**config.mk**
```make
export PLATFORM = sky130hd
export DESIGN_NAME = spi_accel_responder
export DESIGN_NICKNAME = d
export VERILOG_FILES = /design/src/rtl/spi_accel_responder.sv
export SDC_FILE = /design/constraint.sdc
export NUM_CORES = 1
export LEC_CHECK = 0
export BUFFER_PORTS_ARGS = -buffer_cell sky130_fd_sc_hd__buf_4
export CAP_MARGIN = 0
export CORE_UTILIZATION = 29
export DETAILED_ROUTE_END_ITERATION = 8
export SLEW_MARGIN = 25
export SYNTH_ARGS = -nofsm -noshare
export SYNTH_HDL_FRONTEND = slang
export SYNTH_SLANG_ARGS = --single-unit
```
**constraint.sdc**
```tcl
create_clock -name clk_in -period 3.2 [get_ports clk_in]
set_input_delay 0 -clock clk_in [delete_from_list [all_inputs] [get_ports clk_in]]
set_output_delay 0 -clock clk_in [all_outputs]
set_load 0.01 [all_outputs]
```
**src/rtl/spi_accel_responder.sv**
```systemverilog
// spi_accel_responder
//   SPI mode-3 target that stands in for a 3-axis accelerometer, so the SPI
//   sequencer can run closed-loop without the physical sensor. The SPI pins are
//   oversampled with clk_in, and all logic runs in the clk_in domain.
//   Each SCLK half-period must be at least 4 clk_in cycles.
//
// Ports
//   clk_in       system clock; oversamples the SPI pins
//   nrst         asynchronous active-low reset
//   spi_sclk     SPI clock (mode 3, idles high)
//   spi_cs_n     chip select, active-low
//   spi_mosi     master-to-target data
//   spi_miso     target-to-master data
//   spi_miso_oe  MISO drive enable; the top level tri-states the pin when 0
//   frame_done   1-cycle pulse when a frame ends on a byte boundary
//   frame_err    1-cycle pulse when a frame is aborted mid-byte
//   ctrl_reg1    current CTRL_REG1 contents

module spi_accel_responder #(
  parameter logic [7:0] WHO_AM_I_VAL  = 8'h33,
  parameter logic [7:0] X_L_INIT      = 8'h9A,
  parameter logic [7:0] X_L_STEP      = 8'h20,
  parameter logic [7:0] CTRL_REG1_RST = 8'h07
) (
  input  logic       clk_in,
  input  logic       nrst,
  input  logic       spi_sclk,
  input  logic       spi_cs_n,
  input  logic       spi_mosi,
  output logic       spi_miso,
  output logic       spi_miso_oe,
  output logic       frame_done,
  output logic       frame_err,
  output logic [7:0] ctrl_reg1
);

  localparam logic [5:0] AddrWhoAmI   = 6'h0F;
  localparam logic [5:0] AddrTempCfg  = 6'h1F;
  localparam logic [5:0] AddrCtrlReg1 = 6'h20;
  localparam logic [5:0] AddrCtrlReg4 = 6'h23;
  localparam logic [5:0] AddrOutXL    = 6'h28;
  localparam logic [5:0] AddrOutYL    = 6'h2A;
  localparam logic [5:0] AddrOutZL    = 6'h2C;

  typedef enum logic [1:0] {StIdle, StCmd, StData} state_e;

  // Pin synchronizers: s1/s2 form the 2-FF synchronizer, s3 is the edge-detect history.
  // The cs_n chain resets low: if cs_n is already low when reset is released, no
  // falling edge is seen and the responder waits for a fresh frame. A high cs_n
  // instead shows up as a rising edge, which is ignored in StIdle.
  logic sclk_s1, sclk_s2, sclk_s3;
  logic cs_s1, cs_s2, cs_s3;
  logic mosi_s1, mosi_s2;

  always_ff @(posedge clk_in or negedge nrst) begin
    if (!nrst) begin
      sclk_s1 <= 1'b1;
      sclk_s2 <= 1'b1;
      sclk_s3 <= 1'b1;
      cs_s1   <= 1'b0;
      cs_s2   <= 1'b0;
      cs_s3   <= 1'b0;
      mosi_s1 <= 1'b0;
      mosi_s2 <= 1'b0;
    end else begin
      sclk_s1 <= spi_sclk;
      sclk_s2 <= sclk_s1;
      sclk_s3 <= sclk_s2;
      cs_s1   <= spi_cs_n;
      cs_s2   <= cs_s1;
      cs_s3   <= cs_s2;
      mosi_s1 <= spi_mosi;
      mosi_s2 <= mosi_s1;
    end
  end

  logic sclk_rise, sclk_fall, cs_rise, cs_fall;
  assign sclk_rise = sclk_s2 & ~sclk_s3;
  assign sclk_fall = ~sclk_s2 & sclk_s3;
  assign cs_rise   = cs_s2 & ~cs_s3;
  assign cs_fall   = ~cs_s2 & cs_s3;

  state_e     state_q;
  logic [2:0] bit_cnt_q;
  logic [7:0] shift_in_q;
  logic [7:0] shift_out_q;
  logic       rw_q;
  logic       ms_q;
  logic [5:0] addr_q;
  logic       x_qual_q;  // a full OUT_X_L read byte has completed in this frame
  logic [7:0] temp_cfg_q;
  logic [7:0] ctrl_reg4_q;
  logic [7:0] out_x_l_q;

  // Byte as it stands once the current rising-edge bit is included.
  logic [7:0] byte_in;
  logic [5:0] addr_next;
  assign byte_in   = {shift_in_q[6:0], mosi_s2};
  assign addr_next = ms_q ? addr_q + 6'd1 : addr_q;

  function automatic logic [7:0] rd_data(input logic [5:0] a,     input logic [7:0] x_l,
                                         input logic [7:0] temp,  input logic [7:0] c1,
                                         input logic [7:0] c4);
    logic [7:0] d;
    d = 8'h00;
    case (a)
      AddrWhoAmI:   d = WHO_AM_I_VAL;
      AddrTempCfg:  d = temp;
      AddrCtrlReg1: d = c1;
      AddrCtrlReg4: d = c4;
      AddrOutXL:    d = x_l;
      AddrOutYL:    d = x_l ^ 8'hFF;
      AddrOutZL:    d = x_l + 8'h40;
      default:      d = 8'h00;
    endcase
    return d;
  endfunction

  always_ff @(posedge clk_in or negedge nrst) begin
    if (!nrst) begin
      state_q     <= StIdle;
      bit_cnt_q   <= 3'd0;
      shift_in_q  <= 8'h00;
      shift_out_q <= 8'h00;
      rw_q        <= 1'b0;
      ms_q        <= 1'b0;
      addr_q      <= 6'h00;
      x_qual_q    <= 1'b0;
      temp_cfg_q  <= 8'h00;
      ctrl_reg1   <= CTRL_REG1_RST;
      ctrl_reg4_q <= 8'h00;
      out_x_l_q   <= X_L_INIT;
      spi_miso    <= 1'b0;
      spi_miso_oe <= 1'b0;
      frame_done  <= 1'b0;
      frame_err   <= 1'b0;
    end else begin
      frame_done <= 1'b0;
      frame_err  <= 1'b0;
      if (state_q != StIdle && cs_rise) begin
        // Frame end; an SCLK edge in this same cycle is dropped, so a partial byte never commits.
        state_q     <= StIdle;
        spi_miso_oe <= 1'b0;
        if (bit_cnt_q == 3'd0) frame_done <= 1'b1;
        else                   frame_err  <= 1'b1;
        if (x_qual_q) out_x_l_q <= out_x_l_q + X_L_STEP;
      end else if (state_q == StIdle) begin
        if (cs_fall) begin
          state_q    <= StCmd;
          bit_cnt_q  <= 3'd0;
          shift_in_q <= 8'h00;
          x_qual_q   <= 1'b0;
        end
      end else if (sclk_rise) begin
        shift_in_q <= byte_in;
        bit_cnt_q  <= bit_cnt_q + 3'd1;
        if (bit_cnt_q == 3'd7) begin
          if (state_q == StCmd) begin
            state_q <= StData;
            rw_q    <= byte_in[7];
            ms_q    <= byte_in[6];
            addr_q  <= byte_in[5:0];
            if (byte_in[7]) begin
              shift_out_q <= rd_data(byte_in[5:0], out_x_l_q, temp_cfg_q, ctrl_reg1,
                                     ctrl_reg4_q);
            end
          end else if (rw_q) begin
            if (addr_q == AddrOutXL) x_qual_q <= 1'b1;
            addr_q      <= addr_next;
            shift_out_q <= rd_data(addr_next, out_x_l_q, temp_cfg_q, ctrl_reg1, ctrl_reg4_q);
          end else begin
            case (addr_q)
              AddrTempCfg:  temp_cfg_q  <= byte_in;
              AddrCtrlReg1: ctrl_reg1   <= byte_in;
              AddrCtrlReg4: ctrl_reg4_q <= byte_in;
              default:      ;
            endcase
            addr_q <= addr_next;
          end
        end
      end else if (sclk_fall && state_q == StData && rw_q) begin
        spi_miso    <= shift_out_q[7];
        shift_out_q <= {shift_out_q[6:0], 1'b0};
        spi_miso_oe <= 1'b1;
      end
    end
  end

endmodule

```
==> results by group, run 1 <==
Die
  – # rows: 41
  – Starting density of the core: 0.3024
  – Die Area: 13840 um^2
  – Die X: 117.7 um
  – Core area: 12820 um^2
  – Top-level I/O count: 17
  – Chip Height: roughly 120 um

Synthesis
  – Post-synth top flop: dfrtp_1
  – Sequential element share of the synthesized area: 0.4410
  – Syn Nets: 422
  – Avg Inst Size Synth: 9.437 um^2
  – Largest cells by area after synthesis: dfrtp_1 (39%), mux2_2 (7.0%), dfstp_2 (4.7%), nand2_1 (4.5%), nor2_1 (3.8%)
  – Fraction of registers with async set/reset: 1.000
  – Post-synthesis xor/xnor area fraction: 0.01806
  – Syn. warnings: 0
  – Register bit total from synthesis: 68
  – Synth Area in Compound Gates: 0.2003
  – Post-synth top area share: 0.3935
  – Largest family of logic cells by synthesized area: compound AO/OA/AOI/OAI gates
  – Simple-gate share of the synthesized area: 0.1987
  – Area of the mapped netlist: 3879 um^2
  – Unique masters post-synth: 68
  – Mux share of post-synthesis cell area: 0.07226
  – Post-synth top area cell: dfrtp_1
  – Post-synthesis adder-cell area fraction: 0.02194
  – Number of flops mapped to enable cells by yosys: 0
  – Synthesized instance count: 411

Setup path
  – CP startpoint kind: register
  – Worst EP arrival: 3010 ps
  – Crit-path max FO: 14
  – Crit. End Element: register
  – Crit path kind: register to register
  – Required @ worst endpoint: around 3400 ps

Layout
  – Final nets: 430
  – Register area: 1710 um^2
  – Fraction of layout cells with a size suffix above 1: 0.1910
  – Synth-to-layout area growth: 13.84%
  – Multi-input logic area: 1983 um^2
  – Ant diodes: 0
  – Commonest cells after routing, fill and taps aside: dfrtp_1 (61), nand2_1 (47), nor2_1 (39)
  – # fillers: 1313
  – Commonest non-fill, non-tap cell in the layout: dfrtp_1

Run
  – Maxcap violations: 0

Routing
  – Total Routed Length: 10110 um
  – Drt wl/cell: 16.96 um
  – DR vias/cell: 5.329
  – Drt pass-1 iters: 5
  – Iter 0 DRT Violations: 269
  – DR vias: 3176
  – ANT nets after route: 0
  – Residual DRC count: 0

Global route
  – First-pass GRT wire length: 16680 um
  – Vias in the first global route: 3072
  – Initial antenna violation count: 0
  – Grt total ovfl: 0
  – Largest net degree at the start of global routing: 69
  – Total GRT Usage: 0.1532

Timing
  – Worst Max-Slew Pin Slew: about 840 ps
  – Post-Route Skew: between 7 and 8 ps
  – Slew margin rel.: 0.4425
  – Setup TNS: 0 ps
  – Hold Vio Cnt, Final: 0
  – Final Cycle Share: 0.8755
  – Fmax: 356.9 MHz
  – Setup violators final: 0
  – Fin crit period: 2802 ps
  – Unrepaired setup endpoints after global routing: no
  – Max-slew violations: 0

Clock network
  – Skew-Pair Late Insertion Delay: 340 ps
  – CTS clk-pin slew, worst paths: 60 ps
  – CTS tree: built
  – Clk root buf: clkbuf_16
  – Num CTS Buffers: 9
  – Clock Tree Buf Depth: 2
  – H-tree levels: 3
  – Clock sinks: 68

Power
  – Maximum VDD drop: 261.9 uV
  – Pleak: between 0.0015 and 0.002 uW
  – Design Power: 1971 uW
  – Power Density: about 450 nW/um^2

Place
  – DP Wirelength: 7262 um
  – Final Wtd Congestion: 0.8922
  – Port-buffer cells: 16

Run status
  – Status: complete, no violations

Min path
  – Worst hold path class: input pin to async pin
==> stage by stage <==
step | setup WS [ps] | hold WS (ps) | util | instances | area (um^2)
floorplan | 921.1 | -295.6 | - | 411 | 3879
global placement | 587.7 | 109.4 | 0.3191 | 576 | 4093
detailed placement | 440.2 | 110.2 | 0.3191 | 576 | 4093
CTS | 425.9 | 295.7 | 0.3443 | 596 | 4415
global route | 216.2 | 301.5 | 0.3443 | 596 | 4415
finish | 398.4 | 304.3 | 0.3443 | 596 | 4415
==> synth_stat cells, types with 5 or more instances <==
| cell | number |
|---|---|
| nand4_1 | 10 |
| nand3_1 | 14 |
| buf_6 | 5 |
| nand3b_1 | 6 |
| a22oi_1 | 5 |
| ha_1 | 6 |
| inv_1 | 9 |
| dfrtp_1 | 61 |
| nor2b_1 | 6 |
| a31oi_1 | 5 |
| nor2_1 | 39 |
| mux2_2 | 24 |
| clkbuf_1 | 15 |
| nand2_1 | 47 |
| dfstp_2 | 7 |
| a21oi_1 | 29 |
| o21ai_0 | 25 |
==> per-layer routing <==
layer,vias to the layer above,GRT usage,wire (um)
li1,1517,-,-
met1,1536,0.2077,4689
met2,102,0.2382,4629
met3,21,0.03295,556
met4,0,0.05689,230
met5,-,0,0
==> kinds of logic after synthesis <==
family	Yosys count
AOI/OAI and AO/OA	114
and+or+nand+nor	153
DFF	68
muxes	25
xor gates and xnor gates	8
buffers and inverters	36
adders and majority gates	7
==> report_power, final <==
part / switching (uW) / internal, uW / total (uW) / leakage, uW
registers: 29.3 / 879 / 908 / 0.000910
logic: 86.6 / 44.9 / 132 / 0.000789
clock network: 397 / 534 / 931 / 0.000134
total: 513 / 1460 / 1970 / 0.00183
==> worst paths after layout <==
check | to | startpoint | slack (ps) | depth (start not counted)
max in group asynchronous | temp_cfg_q[0] | nrst | 2340 | 2
min in group clk_in | cs_s1 | spi_cs_n | 310 | 2
hold / removal | bit_cnt_q[1] | nrst | 300 | 2
setup / recovery | shift_out_q[2] | addr_q[0] | 400 | 7
hold reg to reg | mosi_s2 | mosi_s1 | 350 | 0
setup reg to reg | shift_out_q[2] | addr_q[0] | 400 | 7
==> registers in the layout (all words and copies together), names as in the netlist, 2 cells and up <==
signal       count
out_x_l_q        3
shift_in_q       7
addr_q           6
shift_out_q      8
state_q          2
ctrl_reg4_q      8
ctrl_reg1        8
bit_cnt_q        3
temp_cfg_q       8
==> repair_timing <==
| item | 4_1_cts | 5_1_grt |
|---|---|---|
| setup endpoints to repair | 0 | 0 |
| resized for setup | 0 | 0 |
| hold buffers | 4 | 0 |
| setup buffers | 0 | 0 |
| hold endpoints to repair | 64 | 0 |
==> critical path, cell delays in order, from the launching register on <==
cell	delay, ps
dfrtp_1	570
ha_1	430
nand4_1	220
xor2_1	530
nor2_1	220
a221o_1	330
a221oi_1	280
nor2_1	80
==> cell type report <==
class	count	share of cell area
well taps	172	0.04874
clock inverters	7	0.01303
flip-flops and latches	68	0.3874
clock buffers	9	0.05101
repair buffers	24	0.04307
multi-input cells	307	0.4491
inverters	9	0.007651
(Power assumes the default switching activity.)
==> inputs of run 2 (changes only) <==
--- a/config.mk
+++ b/config.mk
@@ -8,8 +8,9 @@
 export BUFFER_PORTS_ARGS = -buffer_cell sky130_fd_sc_hd__buf_4
 export CAP_MARGIN = 0
 export CORE_UTILIZATION = 29
+export CTS_BUF_LIST = sky130_fd_sc_hd__clkbuf_16
 export DETAILED_ROUTE_END_ITERATION = 8
-export SLEW_MARGIN = 25
+export SLEW_MARGIN = 20
 export SYNTH_ARGS = -nofsm -noshare
 export SYNTH_HDL_FRONTEND = slang
 export SYNTH_SLANG_ARGS = --single-unit
==> constraint.sdc (replaced) <==
create_clock -name clk_in -period 2.44 [get_ports clk_in]
set_input_delay 0 -clock clk_in [delete_from_list [all_inputs] [get_ports clk_in]]
set_output_delay 0 -clock clk_in [all_outputs]
set_load 0.01 [all_outputs]
==> run 2 against run 1 <==
Utilization is 2.0 points higher. Global-route usage is 0.86 points higher. Critical path type unchanged. Combinational power is 57% higher. Count of clock-buffer cells in the layout stayed put. Wire length is 5.1% higher. Sequential share of layout area is 2.0 points lower. Sequential power is 30% higher. Via count is 4.1% higher. Die area stayed put.
==> results by group, run 2 (synthesized netlist as in run 1, its figures left out) <==
Setup path
  – Crit. Startpoint: addr_q[0] (unchanged)
  – Required @ worst endpoint: 2700 ps (was 3410 ps)
  – Crit path to: shift_out_q[3] (was shift_out_q[2])
  – Worst R2R Setup Slack: 190 ps (was 400 ps)
  – Worst reg2reg path endpoint: shift_out_q[3] (was shift_out_q[2])
  – Crit path kind: register to register (unchanged)
  – Cell breakdown of the critical path: inv_1 -> ha_1 -> o32ai_2 -> o21a_2 -> nor2_1 -> a41o_1 -> a41o_1 -> a21oi_2 (was ha_1 -> nand4_1 -> xor2_1 -> nor2_1 -> a221o_1 -> a221oi_1 -> nor2_1)
  – Crit-path slowest cell: dfrtp_1 (unchanged)
  – Cells on worst reg2reg path: 8 (was 7)
  – Crit-path max FO: 5 (was 14)
  – Worst EP arrival: 2520 ps (was 3010 ps)
  – Worst path max stage delay: 400 ps (was 570 ps)
  – Crit. End Element: register (unchanged)
  – FF-to-FF Start: addr_q[0] (unchanged)
  – CP startpoint kind: register (unchanged)
  – Most Frequent Cell on Critical Path: a41o_1 (was nor2_1)

Run status
  – Status: complete, no violations (unchanged)

Clock network
  – CTS clk-pin slew, worst paths: 60 ps (about the same)
  – Clk root buf: clkbuf_16 (unchanged)
  – CTS tree: built (unchanged)
  – Num CTS Buffers: 9 (unchanged)
  – Clock Tree Buf Depth: 2 (unchanged)
  – Clock sinks: 68 (unchanged)
  – H-tree levels: 3 (unchanged)
  – Skew-Pair Late Insertion Delay: 340 ps (about the same)

Power
  – Maximum VDD drop: 278.3 uV (was 261.9 uV)
  – Pleak: 0.001985 uW (was 0.001833 uW)
  – Power Density: 599.0 nW/um^2 (was 446.4 nW/um^2)

Global route
  – Vias in the first global route: 3347 (was 3072)
  – Global routing met2 resource utilization: 0.2548 (was 0.2382)
  – Busiest grt layer: met2 (unchanged)
  – Largest net degree at the start of global routing: 69 (unchanged)
  – Met1 usage: 0.2161 (was 0.2077)
  – Met3 global-route usage: 0.03537 (was 0.03295)
  – Grt total ovfl: 0 (unchanged)
  – Initial antenna violation count: 0 (unchanged)
  – Total GRT Usage: 0.1618 (was 0.1532)
  – First-pass GRT wire length: 17720 um (was 16680 um)

Die
  – # rows: 41 (unchanged)
  – Chip Height: 117.7 um (unchanged)
  – Die Area: 13840 um^2 (unchanged)
  – Top-level I/O count: 17 (unchanged)
  – Starting density of the core: 0.3024 (unchanged)
  – Die X: 117.7 um (unchanged)
  – Core area: 12820 um^2 (unchanged)

Place
  – Port-buffer cells: 16 (unchanged)
  – DP Wirelength: 7646 um (was 7262 um)
  – Final Wtd Congestion: 0.8473 (was 0.8922)
  – Placement Cell Area: 4265 um^2 (was 4093 um^2)
  – Placed cell count: 599 (was 576)

Timing
  – Worst Max-Slew Pin Slew: 862.0 ps (was 836.2 ps)
  – Unrepaired setup endpoints after global routing: yes (was no)
  – Setup TNS: 0 ps (unchanged)
  – Max-slew violations: 0 (unchanged)
  – Hold Vio Cnt, Final: 0 (unchanged)
  – Slew margin rel.: 0.4253 (was 0.4425)
  – Setup violators final: 0 (unchanged)
  – Fin crit period: 2253 ps (was 2802 ps)
  – Fmax: 443.8 MHz (was 356.9 MHz)
  – Final Cycle Share: 0.9235 (was 0.8755)
  – Post-Route Skew: 5.348 ps (was 7.082 ps)

Routing
  – DR vias/cell: 5.341 (was 5.329)
  – Drt wl/cell: 17.16 um (was 16.96 um)
  – Residual DRC count: 0 (unchanged)
  – DR vias: 3306 (was 3176)
  – Total Routed Length: 10620 um (was 10110 um)
  – Iter 0 DRT Violations: 262 (was 269)
  – ANT nets after route: 0 (unchanged)
  – Drt pass-1 iters: 5 (unchanged)

Layout
  – Final nets: 453 (was 430)
  – Final Cell Area: 4666 um^2 (was 4415 um^2)
  – Ant diodes: 0 (unchanged)
  – # fillers: 1322 (was 1313)
  – Commonest cells after routing, fill and taps aside: dfrtp_1 (59), nand2_1 (47), buf_4 (43) (was dfrtp_1 (61), nand2_1 (47), nor2_1 (39))
  – Synth-to-layout area growth: 20.29% (was 13.84%)
  – Commonest non-fill, non-tap cell in the layout: dfrtp_1 (unchanged)
  – Fin cells: 619 (was 596)
  – Fraction of layout cells with a size suffix above 1: 0.2461 (was 0.1910)

Min path
  – Worst hold path class: input pin to register (was input pin to async pin)
  – Hold Path Stages: 2

Run
  – Maxcap violations: 0 (unchanged)
-- run 2: cell count changes in the layout (fill, tap and decap cells not counted), sizes merged --
cell      before  now
buf           20   43
bufinv         0    2
clkinv         2    4
clkinvlp       2    0
inv           12   10
-- run 2: timing repair --
action,in CTS,in global routing
gates resized for setup,3,5
setup buffers,0,0
hold endpoints to repair,64,0
setup endpoints to repair,1,7
hold buffers,4,0
pin swaps,0,0
-- run 2: per-layer routing --
layer	wire, um	part of all wire
met1	4950	0.47
met5	0	0
met4	222	0.021
met2	4858	0.46
met3	588	0.055
-- run 2: worst min-delay path by stage --
| stage | from | endpoint | slack (ps) |
|---|---|---|---|
| after floorplan | nrst | addr_q[0] | -300 |
| after global placement | spi_cs_n | cs_s1 | 110 |
| after detailed placement | spi_sclk | sclk_s1 | 110 |
| after CTS | spi_mosi | mosi_s1 | 300 |
| after global routing | spi_cs_n | cs_s1 | 300 |
| final | spi_cs_n | cs_s1 | 310 |
-- run 2: final cells by class --
cell class / instances / area (um^2) / share of cell area
clock inverters: 7 / 98.84 / 0.02119
inverters: 9 / 33.78 / 0.007241
clock buffers: 9 / 225.2 / 0.04827
repair buffers: 47 / 362.8 / 0.07777
multi-input cells: 307 / 2017 / 0.4323
flip-flops and latches: 68 / 1713 / 0.3671
well taps: 172 / 215.2 / 0.04612
-- run 2: through the flow --
stage                     setup WS [ps]    util  hold slack (ps)  total power [uW]
after global routing             -19.94  0.3638            301.4              2892
final                             186.7  0.3638            314.2              2795
after CTS                         118.8  0.3614            301.1              2825
after detailed placement        -0.6450  0.3326            110.3              1402
after floorplan                   161.1       -           -295.6              1304
after global placement            21.37  0.3326            110.2              1396
-- run 2: power breakdown --
| group | total (uW) | internal [uW] | switching (uW) |
|---|---|---|---|
| combinational | 207 | 73.1 | 134 |
| sequential | 1180 | 1150 | 25.4 |
| clock | 1410 | 899 | 510 |
| total | 2790 | 2130 | 669 |
-- run 2: worst max-delay path: cells and delay by family (launching register included) --
| family | cells | cell delay, ps |
|---|---|---|
| AO/OA/AOI/OAI | 5 | 1240 |
| adder cells (fa/ha/maj) | 1 | 380 |
| buffers and inverters | 1 | 90 |
| flip-flops | 1 | 400 |
| AND/OR/NAND/NOR | 1 | 80 |
